`config.mk`:
```
export PLATFORM = sky130hd
export DESIGN_NAME = ntt_bf_sched
export DESIGN_NICKNAME = d
export VERILOG_FILES = /design/src/rtl/ntt_bf_sched.sv
export SDC_FILE = /design/constraint.sdc
export NUM_CORES = 1
export LEC_CHECK = 0
export ABC_CLOCK_PERIOD_IN_PS = 4100
export CELL_PAD_IN_SITES_DETAIL_PLACEMENT = 1
export CELL_PAD_IN_SITES_GLOBAL_PLACEMENT = 2
export CORE_UTILIZATION = 35
export CTS_CLUSTER_DIAMETER = 100
export CTS_CLUSTER_SIZE = 24
export DETAILED_ROUTE_END_ITERATION = 10
export PLACE_DENSITY = 0.76
export SETUP_SLACK_MARGIN = 0.02
export SLEW_MARGIN = 20
export SYNTH_ARGS = -nofsm -noshare
export SYNTH_HDL_FRONTEND = slang
export SYNTH_SLANG_ARGS = --single-unit
export TNS_END_PERCENT = 1
```
`constraint.sdc`:
```
create_clock -name clk -period 4.1 [get_ports clk]
set_input_delay 0.82 -clock clk [delete_from_list [all_inputs] [get_ports clk]]
set_output_delay 0.82 -clock clk [all_outputs]
set_load 0.01 [all_outputs]
```
`src/rtl/ntt_bf_sched.sv`:
```
// Purpose: address/twiddle scheduler for a 4-pass radix-4 (2x2 butterfly) 256-point NTT/INTT.
// Latency: start to done is 4*(64+MEM_LAT+BF_LAT)+1 cycles; writes trail reads by MEM_LAT+BF_LAT.
// Backpressure: optional stall input (define NTT_SCHED_STALL_EN) freezes issue; delay lines keep draining.
module ntt_bf_sched #(
    parameter int WIDTH   = 23,
    parameter int MEM_LAT = 1,
    parameter int BF_LAT  = 7
) (
    input  logic        clk,
    input  logic        rst,
    input  logic        start,
    input  logic        inv,
`ifdef NTT_SCHED_STALL_EN
    input  logic        stall,
`endif
    output logic        busy,
    output logic        done,
    output logic        rd_en,
    output logic [31:0] rd_addr,
    output logic [6:0]  tw_addr,
    output logic [2:0]  bf_mode,
    output logic        bf_validi,
    output logic        wr_en,
    output logic [31:0] wr_addr
);

    localparam int DRAIN_N = MEM_LAT + BF_LAT;
    localparam logic [7:0] DRAIN_END = 8'(DRAIN_N - 1);
    // WIDTH only matters to the butterfly datapath; the schedule is width independent.
    localparam logic [2:0] MODE_IDLE = (WIDTH > 0) ? 3'd7 : 3'd7;

    typedef enum logic [1:0] {S_IDLE, S_ISSUE, S_DRAIN, S_DONE} state_t;

    state_t      r_state, w_next;
    logic [1:0]  r_pass;
    logic [5:0]  r_k;
    logic [7:0]  r_dcnt;
    logic        r_inv;
    logic        w_stall;
    logic        w_issue;
    logic [2:0]  w_sh;
    logic [7:0]  w_s, w_j, w_g, w_base;
    logic [6:0]  w_off;
    logic [31:0] w_rd_addr;

    logic        r_vmem [MEM_LAT];
    logic        r_vbf  [BF_LAT];
    logic [31:0] r_adl  [DRAIN_N];

`ifdef NTT_SCHED_STALL_EN
    assign w_stall = stall;
`else
    assign w_stall = 1'b0;
`endif

    assign w_issue = (r_state == S_ISSUE) && !w_stall;

    // State register.
    always_ff @(posedge clk) begin
        if (rst) r_state <= S_IDLE;
        else     r_state <= w_next;
    end

    // Next-state: issue 64 butterflies, drain the pipeline, repeat for 4 passes.
    always_comb begin
        w_next = r_state;
        case (r_state)
            S_IDLE:  if (start) w_next = S_ISSUE;
            S_ISSUE: if (w_issue && r_k == 6'd63) w_next = S_DRAIN;
            S_DRAIN: if (r_dcnt == DRAIN_END) w_next = (r_pass == 2'd3) ? S_DONE : S_ISSUE;
            S_DONE:  w_next = S_IDLE;
            default: w_next = S_IDLE;
        endcase
    end

    // Pass / butterfly / drain counters and the mode latched at start.
    always_ff @(posedge clk) begin
        if (rst) begin
            r_pass <= 2'd0;
            r_k    <= 6'd0;
            r_dcnt <= 8'd0;
            r_inv  <= 1'b0;
        end else begin
            case (r_state)
                S_IDLE: if (start) begin
                    r_pass <= 2'd0;
                    r_k    <= 6'd0;
                    r_inv  <= inv;
                end
                S_ISSUE: begin
                    r_dcnt <= 8'd0;
                    if (w_issue) r_k <= r_k + 6'd1;
                end
                S_DRAIN: begin
                    r_dcnt <= r_dcnt + 8'd1;
                    if (r_dcnt == DRAIN_END) r_pass <= r_pass + 2'd1;
                end
                default: ;
            endcase
        end
    end

    // Index generation: stride 4^(3-p) forward, 4^p inverse; twiddle = pass offset + group.
    always_comb begin
        w_sh      = r_inv ? {r_pass, 1'b0} : {~r_pass, 1'b0};
        w_s       = 8'd1 << w_sh;
        w_j       = {2'b00, r_k} & (w_s - 8'd1);
        w_g       = {2'b00, r_k} >> w_sh;
        w_base    = (w_g << ({1'b0, w_sh} + 4'd2)) | w_j;
        w_rd_addr = {w_base + 8'd3 * w_s, w_base + 8'd2 * w_s, w_base + w_s, w_base};
        w_off     = 7'd0;
        case ({r_inv, r_pass})
            3'b000: w_off = 7'd0;
            3'b001: w_off = 7'd1;
            3'b010: w_off = 7'd5;
            3'b011: w_off = 7'd21;
            3'b100: w_off = 7'd0;
            3'b101: w_off = 7'd64;
            3'b110: w_off = 7'd80;
            3'b111: w_off = 7'd84;
            default: w_off = 7'd0;
        endcase
    end

    // Read-side delay to the butterfly, butterfly delay to write-back, and address delay.
    always_ff @(posedge clk) begin
        if (rst) begin
            for (int i = 0; i < MEM_LAT; i++) r_vmem[i] <= 1'b0;
            for (int i = 0; i < BF_LAT; i++)  r_vbf[i]  <= 1'b0;
            for (int i = 0; i < DRAIN_N; i++) r_adl[i]  <= 32'd0;
        end else begin
            r_vmem[0] <= w_issue;
            for (int i = 1; i < MEM_LAT; i++) r_vmem[i] <= r_vmem[i-1];
            r_vbf[0] <= r_vmem[MEM_LAT-1];
            for (int i = 1; i < BF_LAT; i++) r_vbf[i] <= r_vbf[i-1];
            r_adl[0] <= w_issue ? w_rd_addr : 32'd0;
            for (int i = 1; i < DRAIN_N; i++) r_adl[i] <= r_adl[i-1];
        end
    end

    assign busy      = (r_state != S_IDLE);
    assign done      = (r_state == S_DONE);
    assign rd_en     = w_issue;
    assign rd_addr   = w_issue ? w_rd_addr : 32'd0;
    assign tw_addr   = w_issue ? (w_off + w_g[6:0]) : 7'd0;
    assign bf_mode   = (r_state == S_IDLE) ? MODE_IDLE : {2'b00, r_inv};
    assign bf_validi = r_vmem[MEM_LAT-1];
    assign wr_en     = r_vbf[BF_LAT-1];
    assign wr_addr   = r_adl[DRAIN_N-1];

endmodule

```
==> results of run 1 <==
[layer usage]
| metal | share of wire, % | global-route usage [%] |
|---|---|---|
| met4 | 4.0 | 5.87 |
| met5 | 0 | 0 |
| met2 | 49 | 23.9 |
| met1 | 44 | 15.6 |
| met3 | 3.5 | 2.07 |
[area by class of cell]
class	count	area share [%]
clock inverters	2	0.224
inverters	24	0.853
flip-flops and latches	267	48.0
repair buffers	150	11.9
clock buffers	15	3.37
multi-input cells	512	31.9
well taps	335	3.76
[what timing repair did]
item	in CTS	in global routing
pin swaps	10	4
gates resized for setup	51	8
setup endpoints to repair	18	14
setup buffers	5	1
hold buffers	0	0
[cells in the mapped netlist, drive strengths merged, types with 3 or more instances]
master	number
dfxtp	267
nor2b	219
nor2	46
buf	45
clkbuf	37
ha	28
and2	27
nand2	25
a21oi	22
inv	22
nand3	14
o21ai	12
xnor2	12
xor2	12
nor3	10
mux2i	9
nand2b	9
a21o	5
a31oi	5
and3	5
nand4	5
or3	5
or3b	4
a21boi	3
mux2	3
nor3b	3
o31ai	3
[path summary, 6_finish.rpt]
kind | from | end | depth (start not counted)
min reg2reg | r_adl[0][133]$_SDFF_PP0_ | r_adl[0][165]$_SDFF_PP0_ | 1
max reg2reg | r_pass[1]$_SDFFE_PP0P_ | r_adl[0][28]$_SDFF_PP0_ | 14
max | r_pass[1]$_SDFFE_PP0P_ | rd_addr[15] | 14
min | r_adl[0][133]$_SDFF_PP0_ | r_adl[0][165]$_SDFF_PP0_ | 1
[flip-flops by register name, indices dropped and copies added (netlist names)]
name / count
r_adl: 240
r_dcnt: 8
r_inv: 1
r_k: 6
r_pass: 2
r_state: 2
r_vbf: 7
r_vmem: 1
[cells by family after synthesis]
logic type / Yosys count / share of synthesized area, %
AOI/OAI and AO/OA: 71 / 5.78
adders and majority gates: 29 / 3.96
and+or+nand+nor: 376 / 23.6
muxes: 12 / 1.32
buffers and inverters: 106 / 6.00
xor gates and xnor gates: 24 / 2.25
DFF: 267 / 57.1
[power by group through the flow]
stage	combinational (µW)	sequential, µW	clock [µW]
global placement	895	2740	0
finish	900	2680	1470
global route	990	2690	1640
CTS	916	2680	1550
floorplan	517	2730	0
detailed placement	901	2740	0
[metrics by stage]
stage	total power [µW]	cell area, µm²	TNS (ns)	std cells
6_report	5050	11100	-0.0528	1305
5_1_grt	5320	11100	-0.768	1305
4_1_cts	5140	11100	-0.244	1304
3_5_place_dp	3640	10600	-0.174	1282
3_3_place_gp	3630	10600	-0.100	1282
2_1_floorplan	3250	9360	0	885
==> results_dict.tcl, run 1 <==
set metrics [dict create \
    gp_congestion 0.820 \
    worstSetupEndpointType "primary output" \
    clkPwrFrac_pct 29.1 \
    pre_cts_ws_ns -0.115 \
    status "finished, violations left" \
    die_w_um 165 \
    r2r_slack_ns 1.25 \
    period_needed_ns 4.15 \
    seqPwrFrac_pct 53.1 \
    max_stage_delay_ns 0.33 \
    grt_max_degree 108 \
    combPwrFrac_pct 17.8 \
    worstMarginPinSlew_ns 0.991 \
    crit_type "flop to primary output" \
    hold_viol 0 \
    drt_iter0_drc 283 \
    synth_cell_types 68 \
    grt_pass1_vias 5683 \
    routedWlPerCell_um 13.5 \
    synth_top_area_cell "dfxtp_1" \
    final_antenna_net_count 0 \
    synth_top_cell_area_share_pct 57.1 \
    switching_share_pct 26.7 \
    synth-seq-cells 267 \
    power.leakage_uw 0.00451 \
    area_growth_syn_to_layout_pct 19.2 \
    ir_worst_vdd_uv 233 \
    cp_cell_sequence "buf_4 -> buf_4 -> a21boi_0 -> a32o_2 -> inv_2 -> ha_4 -> buf_6 -> nand2_2 -> o41ai_4 -> buf_4 -> nand3_4 -> a21oi_4 -> mux2i_1 -> dlygate4sd2_1" \
    cts.sinks 267 \
    hp-class "flop to flop" \
    core_um2 26100 \
    diodes 0 \
    arrival_ns 3.33 \
    syn-instance-count 885 \
    cp_num_buf_inv 6 \
    dp_hpwl_um 12500 \
    max_freq_ghz 0.241 \
    portBuffers 82 \
    setup_slack_ns -0.0528 \
    dieArea_um2 27400 \
    maxCapViolations 0 \
    maxSlewViolCount 0 \
    rsz0062_at_grt "yes" \
    start_kind "flop" \
    violations "design-rule violations, negative setup slack" \
    fin_nets 1003 \
    switchingPower_uw 1350 \
    timing.final.crit_share_pct 101 \
    start_util_pct 35.8 \
    synthArstFlopShare_pct 0 \
    drtPass1Iterations 7 \
    cp_slowest_cell "dfxtp_2" \
    drive_gt1_share_pct 14.3 \
    dr_total_vias 5672 \
    clockBufferDepth 3 \
    worstSkewPairLatency_ns 0.48 \
    most-common-layout-cells "dfxtp_1, nor2b_1, buf_4" \
    antenna_found_initial 0 \
    final_common_cell "dfxtp_1" \
    rows 59 \
    die_h_um 165 \
    drc 18 \
    io_pins 83 \
    yosysSeqAreaShare_pct 57.1 \
    grt_pass1_wl_um 28800 \
    worst_hold_slack_ns 0.438 \
    cts-buffers-inserted 15 \
    path_max_fanout 10 \
    synth_top_cells_by_area "dfxtp_1, nor2b_1, ha_1, buf_4, and2_1" \
    synth_nets 918 \
    syn_area_um2 9360 \
    ff_latch_area_um2 5350 \
    fin_util_pct 42.7 \
    worstPathRequired_ns 3.28 \
    htreeDepth 1 \
    multiInputGateArea_um2 3560 \
    vias_per_cell 4.35 \
    setup_viol_count_final 1 \
    cp_common_cell "buf_4" \
    relSlewSlack_pct 34.0 \
    cts_tree "yes" \
    p_int_uw 3700 \
    num-fill-cells 2863 \
    clkTransAtPathRegs_ns 0.09 \
    ys_warn_count 0 \
    wirelength_um 17600 \
    grt_usage_pct 13.3 \
    cts-root-buf "clkbuf_16" \
    grt_overflow 0 \
    power_density_nw_per_um2 453 \
    ys.flop_type "dfxtp_1" \
    synth_edf_count 0 \
    clock_skew_ns 0.00948 \
    path_delay_family "buffers and inverters" \
    synth.avg_cell_area_um2 10.6 \
]
(Power assumes the default switching activity.)
==> run 2, diff against run 1 <==
Settings changed: ABC_CLOCK_PERIOD_IN_PS 4100 to not set, CTS_CLUSTER_SIZE 24 to not set.
==> run 2 against run 1 <==
Net effect: the flow still finishes with violations (design-rule violations, negative setup slack); first-iteration DRC count up 11%; worst setup slack gained 0.0087 ns; sequential share of layout area down 2.3 points; core utilization grew 2.2 points; die area unchanged; non-clock buffer count decreased by 2; highest routed layer unchanged; maximum frequency increased by 0.21%; routed wire length increased by 3.2%; via count is 2.4% higher.
==> results_dict.tcl, run 2 (synthesized netlist as in run 1, its figures left out) <==
set metrics [dict create \
    area_growth_syn_to_layout_pct 25.2 \
    drt_iter0_drc 313 \
    worst_hold_slack_ns 0.430 \
    cts-buffers-inserted 28 \
    drive_gt1_share_pct 17.7 \
    violations "design-rule violations, negative setup slack" \
    core_um2 26100 \
    rsz0062_at_grt "yes" \
    num-fill-cells 2823 \
    final_antenna_net_count 0 \
    holdBufCountCts 0 \
    routedWlPerCell_um 13.6 \
    period_needed_ns 4.14 \
    dieArea_um2 27400 \
    cts-root-buf "clkbuf_16" \
    wirelength_um 18200 \
    clkTransAtPathRegs_ns 0.06 \
    drtPass1Iterations 7 \
    grt_pass1_wl_um 29500 \
    maxCapViolations 0 \
    htreeDepth 1 \
    start_util_pct 35.8 \
    gp_congestion 0.820 \
    hp-class "flop to flop" \
    start_kind "flop" \
    clockBufferDepth 3 \
    final_common_cell "dfxtp_1" \
    cts_tree "yes" \
    worstPathRequired_ns 3.28 \
    antenna_found_initial 0 \
    grt_pass1_vias 5798 \
    die_w_um 165 \
    io_pins 83 \
    crit_type "flop to primary output" \
    timing.final.crit_share_pct 101 \
    worstMarginPinSlew_ns 0.987 \
    pre_cts_ws_ns -0.115 \
    power.leakage_uw 0.00472 \
    drc 18 \
    power_density_nw_per_um2 514 \
    maxSlewViolCount 0 \
    grt_overflow 0 \
    rows 59 \
    portBuffers 82 \
    worstSetupEndpointType "primary output" \
    hold_viol 0 \
    relSlewSlack_pct 34.2 \
    clock_skew_ns 0.0129 \
    most-common-layout-cells "dfxtp_1, nor2b_1, clkdlybuf4s50_1" \
    dp_hpwl_um 12500 \
    regMostFlops "r_adl" \
    max_freq_ghz 0.241 \
    grt_max_degree 108 \
    path_max_fanout 6 \
    setup_viol_count_final 4 \
    dr_total_vias 5807 \
    arrival_ns 3.32 \
    setup_slack_ns -0.0441 \
    cts.sinks 267 \
    vias_per_cell 4.34 \
    ir_worst_vdd_uv 335 \
    fin_nets 1014 \
    largest_reg_flops 240 \
    die_h_um 165 \
    status "finished, violations left" \
    diodes 0 \
    worstSkewPairLatency_ns 0.55 \
    largestRegisters "r_adl x240, r_dcnt x8, r_vbf x7" \
    grt_usage_pct 13.7 \
]
[run 2: timing repair]
item                                    CTS  global route
resized for setup                        60            23
pin swaps                                 8            14
buffers inserted                          4             2
endpoints found under the setup margin   19            15
[run 2: stage by stage]
stage	cell area (µm²)	instances	total power, µW	util [%]	setup TNS [ns]
global route	11700	1337	6330	44.8	-1.04
floorplan	9360	885	3250	-	0
finish	11700	1337	6030	44.8	-0.0666
detailed placement	10600	1282	3640	40.5	-0.174
global placement	10600	1282	3630	40.5	-0.100
CTS	11600	1337	6120	44.6	-0.318
[run 2: routing by layer]
metal | track usage, % | wire, µm | vias up
met1 | 15.7 | 7820 | 2666
met4 | 6.07 | 784 | 0
met2 | 24.3 | 8880 | 117
met5 | 0 | 0 | -
li1 | - | - | 2978
met3 | 2.75 | 703 | 46
[run 2: worst max-delay path, stage by stage, from the launching register on]
cell	delay, ns
dfxtp_4	0.36
buf_6	0.13
or3b_4	0.39
a32o_2	0.26
inv_2	0.08
ha_4	0.21
buf_6	0.13
ha_4	0.20
a21o_1	0.19
a21oi_2	0.20
o21ai_2	0.10
xor2_2	0.24
and2_1	0.16
buf_2	0.12
[run 2: worst paths after layout]
path / start / endpoint / slack [ns] / cells after the start
worst max-delay path: r_pass[0]$_SDFFE_PP0P_ / rd_addr[30] / -0.04 / 13
worst min register to register: r_adl[0][10]$_SDFF_PP0_ / r_adl[0][42]$_SDFF_PP0_ / 0.43 / 1
worst max register to register: r_pass[0]$_SDFFE_PP0P_ / r_adl[0][28]$_SDFF_PP0_ / 1.23 / 14
worst min-delay path: r_adl[0][10]$_SDFF_PP0_ / r_adl[0][42]$_SDFF_PP0_ / 0.43 / 1
[run 2: report_power, final]
part           switching [µW]  total (µW)  internal, µW
Combinational             534         913           380
Sequential               25.2        2680          2660
Clock                    1000        2430          1430
Total                    1560        6030          4460
[run 2: cell type report]
type / count / area, µm² / share of cell area [%]
inverter: 24 / 95.1 / 0.812
timing repair buffer: 148 / 1300 / 11.1
tap: 335 / 419 / 3.58
sequential: 267 / 5350 / 45.7
clock buffer: 41 / 840 / 7.17
multi-input combinational: 512 / 3620 / 30.9
clock inverter: 10 / 85.1 / 0.726
